### src/rtl/axi4_lite_master_pkg.sv
// Shared definitions for the CPU-side AXI4-Lite master: default bus widths,
// AXI response codes and the controller state encoding.
package axi4_lite_master_pkg;

  localparam int AXI_ADDR_W = 32;
  localparam int AXI_DATA_W = 64;
  localparam int AXI_MASK_W = AXI_DATA_W / 8;
  localparam int AXI_RESP_W = 2;

  localparam logic [1:0] RESP_OKAY   = 2'b00;
  localparam logic [1:0] RESP_EXOKAY = 2'b01;
  localparam logic [1:0] RESP_SLVERR = 2'b10;
  localparam logic [1:0] RESP_DECERR = 2'b11;

  localparam logic [2:0] ST_IDLE    = 3'd0;
  localparam logic [2:0] ST_RD_ADDR = 3'd1;
  localparam logic [2:0] ST_RD_DATA = 3'd2;
  localparam logic [2:0] ST_WR_REQ  = 3'd3;
  localparam logic [2:0] ST_WR_RESP = 3'd4;
  localparam logic [2:0] ST_RESP    = 3'd5;

  typedef enum logic [2:0] {
    S_IDLE    = ST_IDLE,
    S_RD_ADDR = ST_RD_ADDR,
    S_RD_DATA = ST_RD_DATA,
    S_WR_REQ  = ST_WR_REQ,
    S_WR_RESP = ST_WR_RESP,
    S_RESP    = ST_RESP
  } state_e;

  // EXOKAY counts as an error: the CPU never issues exclusive accesses.
  function automatic logic resp_is_err(input logic [1:0] resp);
    logic err;
    case (resp)
      RESP_OKAY:                              err = 1'b0;
      RESP_EXOKAY, RESP_SLVERR, RESP_DECERR:  err = 1'b1;
      default:                                err = 1'b1;
    endcase
    return err;
  endfunction

endpackage

### src/rtl/axi4_lite_m_timeout.sv
// Watchdog for the AXI4-Lite master: counts cycles spent waiting in one
// channel state and flags expiry on the last allowed cycle.
module axi4_lite_m_timeout #(
  parameter int TIMEOUT_CYCLES = 1024
) (
  input  logic iClock,
  input  logic iReset,
  input  logic clear,
  input  logic count_en,
  output logic expired
);

  localparam logic [15:0] LAST_CNT = 16'(TIMEOUT_CYCLES - 1);

  logic [15:0] cnt_d, cnt_q;

  always_comb begin
    cnt_d = cnt_q;
    if (clear) begin
      cnt_d = '0;
    end else if (count_en) begin
      cnt_d = cnt_q + 16'd1;
    end
  end

  always_ff @(posedge iClock) begin
    if (!iReset) begin
      cnt_q <= '0;
    end else begin
      cnt_q <= cnt_d;
    end
  end

  // A handshake landing on this same cycle still wins in the FSM.
  assign expired = (cnt_q == LAST_CNT);

endmodule

### src/rtl/axi4_lite_master.sv
// CPU-side AXI4-Lite master: one outstanding load/store, registered channel
// outputs. Optional watchdog enabled with `define AXI4_LITE_M_TIMEOUT_EN.
//
// state    | meaning
// ---------+---------------------------------------------------
// IDLE     | ready for a request from IFU/LSU
// RD_ADDR  | ar_valid up, waiting for ar_ready
// RD_DATA  | r_ready up, waiting for r_valid
// WR_REQ   | aw/w valids up, each drops after its own handshake
// WR_RESP  | b_ready up, waiting for b_valid
// RESP     | response presented until the consumer takes it
module axi4_lite_master
  import axi4_lite_master_pkg::*;
#(
  parameter int ADDR_WIDTH     = AXI_ADDR_W,
  parameter int DATA_WIDTH     = AXI_DATA_W,
  parameter int MASK_WIDTH     = AXI_MASK_W,
  parameter int RESP_WIDTH     = AXI_RESP_W,
  parameter int TIMEOUT_CYCLES = 1024
) (
  input  logic                  iClock,
  input  logic                  iReset,
  input  logic                  iReqValid,
  output logic                  oReqReady,
  input  logic                  iReqWr,
  input  logic [ADDR_WIDTH-1:0] iReqAddr,
  input  logic [DATA_WIDTH-1:0] iReqData,
  input  logic [MASK_WIDTH-1:0] iReqMask,
  output logic                  oRespValid,
  input  logic                  iRespReady,
  output logic [DATA_WIDTH-1:0] oRespData,
  output logic                  oRespErr,
  output logic                  pAXI4_ar_valid,
  output logic [ADDR_WIDTH-1:0] pAXI4_ar_bits_addr,
  input  logic                  pAXI4_ar_ready,
  output logic                  pAXI4_r_ready,
  input  logic                  pAXI4_r_valid,
  input  logic [DATA_WIDTH-1:0] pAXI4_r_bits_data,
  input  logic [RESP_WIDTH-1:0] pAXI4_r_bits_resp,
  output logic                  pAXI4_aw_valid,
  output logic [ADDR_WIDTH-1:0] pAXI4_aw_bits_addr,
  input  logic                  pAXI4_aw_ready,
  output logic                  pAXI4_w_valid,
  output logic [DATA_WIDTH-1:0] pAXI4_w_bits_data,
  output logic [MASK_WIDTH-1:0] pAXI4_w_bits_strb,
  input  logic                  pAXI4_w_ready,
  output logic                  pAXI4_b_ready,
  input  logic                  pAXI4_b_valid,
  input  logic [RESP_WIDTH-1:0] pAXI4_b_bits_resp
);

  if (TIMEOUT_CYCLES < 1 || TIMEOUT_CYCLES > 65536) begin : g_bad_timeout
    $error("axi4_lite_master: TIMEOUT_CYCLES must be in 1..65536");
  end

  state_e state_d, state_q;
  logic ar_valid_d, ar_valid_q;
  logic r_ready_d, r_ready_q;
  logic aw_valid_d, aw_valid_q;
  logic w_valid_d, w_valid_q;
  logic b_ready_d, b_ready_q;
  logic [ADDR_WIDTH-1:0] addr_d, addr_q;
  logic [DATA_WIDTH-1:0] wdata_d, wdata_q;
  logic [MASK_WIDTH-1:0] strb_d, strb_q;
  logic [DATA_WIDTH-1:0] rdata_d, rdata_q;
  logic err_d, err_q;
  logic aw_pend, w_pend;
  logic abort;
  logic timeout_expired;

  always_comb begin
    state_d    = state_q;
    ar_valid_d = ar_valid_q;
    r_ready_d  = r_ready_q;
    aw_valid_d = aw_valid_q;
    w_valid_d  = w_valid_q;
    b_ready_d  = b_ready_q;
    addr_d     = addr_q;
    wdata_d    = wdata_q;
    strb_d     = strb_q;
    rdata_d    = rdata_q;
    err_d      = err_q;
    aw_pend    = aw_valid_q & ~pAXI4_aw_ready;
    w_pend     = w_valid_q & ~pAXI4_w_ready;
    abort      = 1'b0;

    case (state_q)
      S_IDLE: begin
        if (iReqValid) begin
          addr_d  = iReqAddr;
          wdata_d = iReqData;
          strb_d  = iReqMask;
          if (iReqWr) begin
            aw_valid_d = 1'b1;
            w_valid_d  = 1'b1;
            state_d    = S_WR_REQ;
          end else begin
            ar_valid_d = 1'b1;
            state_d    = S_RD_ADDR;
          end
        end
      end
      S_RD_ADDR: begin
        if (pAXI4_ar_ready) begin
          ar_valid_d = 1'b0;
          r_ready_d  = 1'b1;
          state_d    = S_RD_DATA;
        end else if (timeout_expired) begin
          abort = 1'b1;
        end
      end
      S_RD_DATA: begin
        if (pAXI4_r_valid) begin
          r_ready_d = 1'b0;
          rdata_d   = pAXI4_r_bits_data;
          err_d     = resp_is_err(pAXI4_r_bits_resp);
          state_d   = S_RESP;
        end else if (timeout_expired) begin
          abort = 1'b1;
        end
      end
      S_WR_REQ: begin
        aw_valid_d = aw_pend;
        w_valid_d  = w_pend;
        if (!aw_pend && !w_pend) begin
          b_ready_d = 1'b1;
          state_d   = S_WR_RESP;
        end else if (timeout_expired) begin
          abort = 1'b1;
        end
      end
      S_WR_RESP: begin
        if (pAXI4_b_valid) begin
          b_ready_d = 1'b0;
          rdata_d   = '0;
          err_d     = resp_is_err(pAXI4_b_bits_resp);
          state_d   = S_RESP;
        end else if (timeout_expired) begin
          abort = 1'b1;
        end
      end
      S_RESP: begin
        if (iRespReady) begin
          state_d = S_IDLE;
        end
      end
      default: begin
        state_d = S_IDLE;
      end
    endcase

    // Watchdog expiry: release every channel and report an error response.
    if (abort) begin
      ar_valid_d = 1'b0;
      r_ready_d  = 1'b0;
      aw_valid_d = 1'b0;
      w_valid_d  = 1'b0;
      b_ready_d  = 1'b0;
      rdata_d    = '0;
      err_d      = 1'b1;
      state_d    = S_RESP;
    end
  end

  always_ff @(posedge iClock) begin
    if (!iReset) begin
      state_q    <= S_IDLE;
      ar_valid_q <= 1'b0;
      r_ready_q  <= 1'b0;
      aw_valid_q <= 1'b0;
      w_valid_q  <= 1'b0;
      b_ready_q  <= 1'b0;
      addr_q     <= '0;
      wdata_q    <= '0;
      strb_q     <= '0;
      rdata_q    <= '0;
      err_q      <= 1'b0;
    end else begin
      state_q    <= state_d;
      ar_valid_q <= ar_valid_d;
      r_ready_q  <= r_ready_d;
      aw_valid_q <= aw_valid_d;
      w_valid_q  <= w_valid_d;
      b_ready_q  <= b_ready_d;
      addr_q     <= addr_d;
      wdata_q    <= wdata_d;
      strb_q     <= strb_d;
      rdata_q    <= rdata_d;
      err_q      <= err_d;
    end
  end

`ifdef AXI4_LITE_M_TIMEOUT_EN
  logic waiting;

  assign waiting = (state_q == S_RD_ADDR) || (state_q == S_RD_DATA) ||
                   (state_q == S_WR_REQ)  || (state_q == S_WR_RESP);

  axi4_lite_m_timeout #(
    .TIMEOUT_CYCLES(TIMEOUT_CYCLES)
  ) u_timeout (
    .iClock   (iClock),
    .iReset   (iReset),
    .clear    (state_d != state_q),
    .count_en (waiting),
    .expired  (timeout_expired)
  );
`else
  assign timeout_expired = 1'b0;
`endif

  assign oReqReady          = (state_q == S_IDLE);
  assign oRespValid         = (state_q == S_RESP);
  assign oRespData          = rdata_q;
  assign oRespErr           = err_q;
  assign pAXI4_ar_valid     = ar_valid_q;
  assign pAXI4_ar_bits_addr = addr_q;
  assign pAXI4_r_ready      = r_ready_q;
  assign pAXI4_aw_valid     = aw_valid_q;
  assign pAXI4_aw_bits_addr = addr_q;
  assign pAXI4_w_valid      = w_valid_q;
  assign pAXI4_w_bits_data  = wdata_q;
  assign pAXI4_w_bits_strb  = strb_q;
  assign pAXI4_b_ready      = b_ready_q;

endmodule

### config.mk
export PLATFORM = sky130hd
export DESIGN_NAME = axi4_lite_master
export DESIGN_NICKNAME = d
export VERILOG_FILES = /design/src/rtl/axi4_lite_master_pkg.sv /design/src/rtl/axi4_lite_m_timeout.sv /design/src/rtl/axi4_lite_master.sv
export SDC_FILE = /design/constraint.sdc
export NUM_CORES = 1
export LEC_CHECK = 0
export CAP_MARGIN = 15
export CORE_AREA = 2 2 152 154
export CTS_CLUSTER_DIAMETER = 150
export DETAILED_ROUTE_END_ITERATION = 10
export DIE_AREA = 0 0 154 156
export GPL_ROUTABILITY_DRIVEN = 0
export PLACE_DENSITY = 0.74
export RECOVER_POWER = 100
export SKIP_LAST_GASP = 1
export SLEW_MARGIN = 20
export SYNTH_ARGS = -nofsm -noshare
export SYNTH_HDL_FRONTEND = slang
export SYNTH_HIERARCHICAL = 1
export SYNTH_SLANG_ARGS = --single-unit
### constraint.sdc
create_clock -name iClock -period 2.1 [get_ports iClock]
set_input_delay 0.315 -clock iClock [delete_from_list [all_inputs] [get_ports iClock]]
set_output_delay 0.315 -clock iClock [all_outputs]
set_load 0.02 [all_outputs]
After elaboration in Yosys (flattened, before gate mapping)
Cells that the tools add are included.
{ "totals": {"reg_bits": 177, "input_bits": 182, "out_inout_bits": 208, "wordCells": 84} }
{ "classes": {"n_eq_ne": 19, "n_mux": 30, "n_bitwise": 4, "reduce_logical": 20} }
{ "op_table": {"columns": ["operator", "n"], "rows": [
  ["64-bit two-way mux", 2],
  ["64-bit one-hot mux with 2 select lines", 1],
  ["3-bit two-way mux", 6],
  ["3-bit one-hot mux with 6 select lines", 1],
  ["1-bit one-hot mux with 2 select lines", 8],
  ["2-bit inequality test, second input constant", 6],
  ["3-bit AND reduction", 4],
  ["1-bit two-way mux", 11],
  ["2-bit nonzero test", 5],
  ["2-bit equality test, second input constant", 4],
  ["3-bit by 2-bit equality test with 1-bit output, second input constant", 2],
  ["3-bit equality test, second input constant", 2],
  ["6-bit AND reduction", 1],
  ["3-bit OR reduction", 2],
  ["2-bit by 1-bit equality test with 1-bit output, second input constant", 2],
  ["2-bit zero test", 2],
  ["2-bit by 1-bit inequality test with 1-bit output, second input constant", 2],
  ["4-bit AND reduction", 1],
  ["3-bit by 1-bit equality test with 1-bit output, second input constant", 1],
  ["3-bit zero test", 1],
  ["1-bit bitwise AND", 2],
  ["1-bit zero test", 2],
  ["2-bit two-way mux", 1],
  ["1-bit inverter", 2],
  ["other kinds (2)", 2]
]} }

Longest topological paths before layout
{ "depth": {"word_depth": 6, "depth_mapped": 7, "mapped_depth_nobuf": 4} }

Least setup slack after synthesis
No wires, ideal clock.
{ "synth_path": {"kind": "register -> register", "startpoint": "register state_q[1]", "endpoint": "register rdata_q[13], in the netlist oRespData[13]", "setup_time_ns": 0.118, "arrival_time_ns": 1.209, "required_ns": 1.982, "setup_slack_ns": 0.773, "path_stages_with_launch": 8, "path_buffers": 3, "period_less_slack_ns": 1.327, "path_cell_list": "dfxtp_1 > buf_6 > nand3b_4 > a21o_1 > buf_4 > buf_2 > nand2_1 > a21boi_2"} }
{ "synth_between": {"elab_chain_cells": 3, "word_cells_on_any_way": 7, "classes_between": "eq/ne: 4; mux: 1; reduce/logical: 2"} }
{ "synth_rtl": {"columns": ["item", "line_no", "rtl"], "rows": [
  ["start, declared", "axi4_lite_master.sv:56", "state_e state_d, state_q;"],
  ["start signal, assigned", "axi4_lite_master.sv:179", "state_q <= state_d;"],
  ["3-bit equality test / 3-bit by 2-bit equality test with 1-bit output (equally long branches)", "axi4_lite_master.sv:87", "case (state_q)"],
  ["2-bit inequality test (no line) / 2-bit nonzero test (equally long branches)", null, null],
  ["3-bit AND reduction (no line)", null, null],
  ["end signal, assigned", "axi4_lite_master.sv:188", "rdata_q <= rdata_d;"],
  ["end, declared", "axi4_lite_master.sv:65", "logic [DATA_WIDTH-1:0] rdata_d, rdata_q;"]
]} }
Parallel ways exist; a longest one is shown, timed or not.
A chain may end at the register's enable or synchronous reset.

Worst setup path after layout
{ "layout_path": {"startpoint": "register addr_q[6], in the netlist pAXI4_ar_bits_addr[6]", "endpoint": "output pAXI4_aw_bits_addr[6]"} }
{ "layout_rtl": {"columns": ["item", "line_no", "rtl"], "rows": [
  ["start, declared", "axi4_lite_master.sv:62", "logic [ADDR_WIDTH-1:0] addr_d, addr_q;"],
  ["start signal, assigned", "axi4_lite_master.sv:185", "addr_q <= addr_d;"],
  ["end, declared", "axi4_lite_master.sv:41", "output logic [ADDR_WIDTH-1:0] pAXI4_aw_bits_addr,"]
]} }
No word-level cell between the ends.

==> results.cfg <==
[timing]
slew_headroom_pct = 46.3
fin_crit_sh_pct = 88.7
setup-violations-final = 0
hold_viol = 0
tns_ps = 0
rsz0062_at_grt = false
fmax_mhz = 537
clock_skew_ps = 11.4
slew_viol_final = 0
final.min_clock_period_ps = 1860
tightest_slew_ps = 795

[route]
routedWlPerCell_um = 15.6
dr_total_vias = 6850
detail_route.first_pass.iterations = 4
drt_iter0_drc = 325
viasPerCell = 4.66
postRouteAntennaNets = 0
routed_wirelength_mm = 23.0
drcViolationCount = 0

[logic_synthesis]
synth_area_leaders = dfxtp_1 49%, nand2_1 15%, a21boi_1 9.4%
synthAdderAreaFrac_pct = 0
yosys_warnings = 6
synth-seq-cells = 177
synthMuxAreaShare_pct = 0.275
synth_top_area_cell = dfxtp_1
synth_top_family_by_area = simple AND/OR/NAND/NOR gates
ys_seq_area_share_pct = 48.7
syn_area_um2 = 7280
synthSimpleGateAreaFrac_pct = 22.0
synth.distinct_cells = 38
syn_area_per_cell_um2 = 8.73
syn_nets = 1016
synthXorXnorAreaFrac_pct = 0
synth_cells = 834
synth_compound_area_share_pct = 19.9
yosysTopAreaCellShare_pct = 48.7

[finish]
seq_area_um2 = 3540
multi_input_area_um2 = 3050
drive_above_1_share_pct = 6.59
design_area_um2 = 11700
n_antenna_cell = 0
area_growth_pct = 60.8
fin_nets = 1354
fillers = 2097

[setup_path]
r2r-start = state_q[2]
worstPathMaxFanout = 3
crit_family = buffers and inverters
worstSetupPathType = flop to primary output
path_buf_inv = 1
crit_chain = dlygate4sd3_1
cp_slowest_stage_delay_ps = 700
critPathLaunch = pAXI4_ar_bits_addr[6]
worst_ep_arrival_time_ps = 1550
setup.worst_path.start_class = flop
cp-end-kind = primary output
crit_path_top_delay_cell = dlygate4sd3_1
crit_required_ps = 1780

[die]
die_w_um = 154
rows = 55
core_area_um2 = 22400
start_util_pct = 32.6
die_y_um = 156
fp.dieArea_um2 = 24000
pin_count = 390

[global_route]
grt_pass1_vias = 6742
antenna_found_initial = 0
grt_pass1_wl_mm = 35.4
grt-ovfl-total = 0
grt_usage_pct = 18.5
grt_max_degree = 87

[power]
leakagePower_uw = 0.00479
ir_worst_vdd_mv = 0.509
power_density_nw_per_um2 = 1070

[placement]
hpwl_mm = 16.7
io_buffer_count = 389
place_area_um2 = 11200

[clocking]
clock_sink_count = 177
cts_setup_buffers = 0
cts_buffer_depth = 2
cts_resized = 2
cts_hold_buf = 0
clk_latency_ps = 420
root_buffer = clkbuf_16
cts_tree = built
cts.clk_slew.worst_paths_ps = 70
cts_inserted_buffers = 17
htree_levels = 4

[worst_hold_path]
min_from = iReset
hold_path_class = input port to flop

[flow_run]
cap_viol_max_count = 0

[outcome]
status = finished clean
[per-layer routing]
layer	routed length, um	global-route usage [%]
met3	1860	6.39
met1	9380	21.2
met4	438	6.10
met2	11300	32.5
met5	0	0
[cell type report]
cell class,count,area share [%]
clock buffer,19,3.78
clock inverter,12,1.26
inverter,1,0.0321
multi-input combinational,557,26.0
sequential,177,30.3
tap,285,3.05
timing repair buffer,418,35.6
[cell usage after synthesis, drive strengths merged]
library cell / number
mux2i: 2
nand3: 67
nor4b: 1
and2b: 1
nand3b: 3
a21oi: 1
o211ai: 1
o311ai: 2
buf: 75
o21ai: 2
o21a: 2
and3b: 1
nor3: 1
clkbuf: 24
nand2: 285
nand2b: 1
a21boi: 173
nor3b: 1
nor2b: 3
dfxtp: 177
or4bb: 1
inv: 1
a211o: 1
nor2: 2
a21o: 2
o211a: 1
and2: 2
a31oi: 1
[stage by stage]
step | total power, uW | hold slack, ps | setup slack, ps | util, % | instances
6_report | 12500 | 359 | 237 | 52.4 | 1469
5_1_grt | 13200 | 357 | 90.3 | 52.4 | 1469
4_1_cts | 13100 | 350 | 231 | 52.7 | 1469
3_5_place_dp | 9870 | 441 | 34.5 | 50.1 | 1438
3_3_place_gp | 9800 | 436 | 138 | 50.1 | 1438
2_1_floorplan | 7580 | 450 | 773 | - | 834
[sequential cells by signal, summed over array words and instances, names as in the netlist]
register and count:
oRespData 64, oRespErr 1, pAXI4_ar_bits_addr 32, pAXI4_ar_valid 1, pAXI4_aw_valid 1, pAXI4_b_ready 1
pAXI4_r_ready 1, pAXI4_w_bits_data 64, pAXI4_w_bits_strb 8, pAXI4_w_valid 1, state_q 3
[cell usage in the layout, fill, tap and decap left out, drive strengths merged, types with 2 or more instances in the layout]
master           n
a21o             2
nand3           67
nor2b            3
dlygate4sd3    206
buf             25
nor2             2
bufinv           2
o21a             2
clkbuf          24
clkinvlp         2
clkinv           3
dlygate4sd2      2
and2             2
o21ai            2
nand2          285
a21boi         173
dfxtp          177
nand3b           3
clkdlybuf4s50  180
inv              6
mux2i            2
o311ai           2
[logic make-up (layout without fill, tap and decap cells)]
| kind of cell | Yosys count | after routing |
|---|---|---|
| buffers and inverters | 100 | 450 |
| flip-flops | 177 | 177 |
| AND/OR/NAND/NOR | 369 | 369 |
| multiplexers | 2 | 2 |
| AO/OA/AOI/OAI | 186 | 186 |
[path summary, 6_finish.rpt]
check / end / slack, ps / cells past startpoint
worst max register to register: oRespData[36] / 240 / 6
worst max-delay path: pAXI4_aw_bits_addr[6] / 240 / 1
worst min-delay path: pAXI4_w_bits_data[35] / 360 / 2
worst min register to register: oRespData[46] / 450 / 2
[power breakdown]
group / total (uW) / switching [uW] / internal [uW]
clock network: 3220 / 1410 / 1810
logic: 4940 / 2900 / 2050
registers: 4330 / 336 / 3990
total: 12500 / 4640 / 7850
[worst register-to-register path: stages, from the launching register on]
cell and delay, ps:
dfxtp_1 360, buf_4 180, nand3b_4 160, a21o_2 120, clkbuf_4 600, nand2_1 170
a21boi_0 200
No activity file was read; power rests on OpenSTA's default activity.
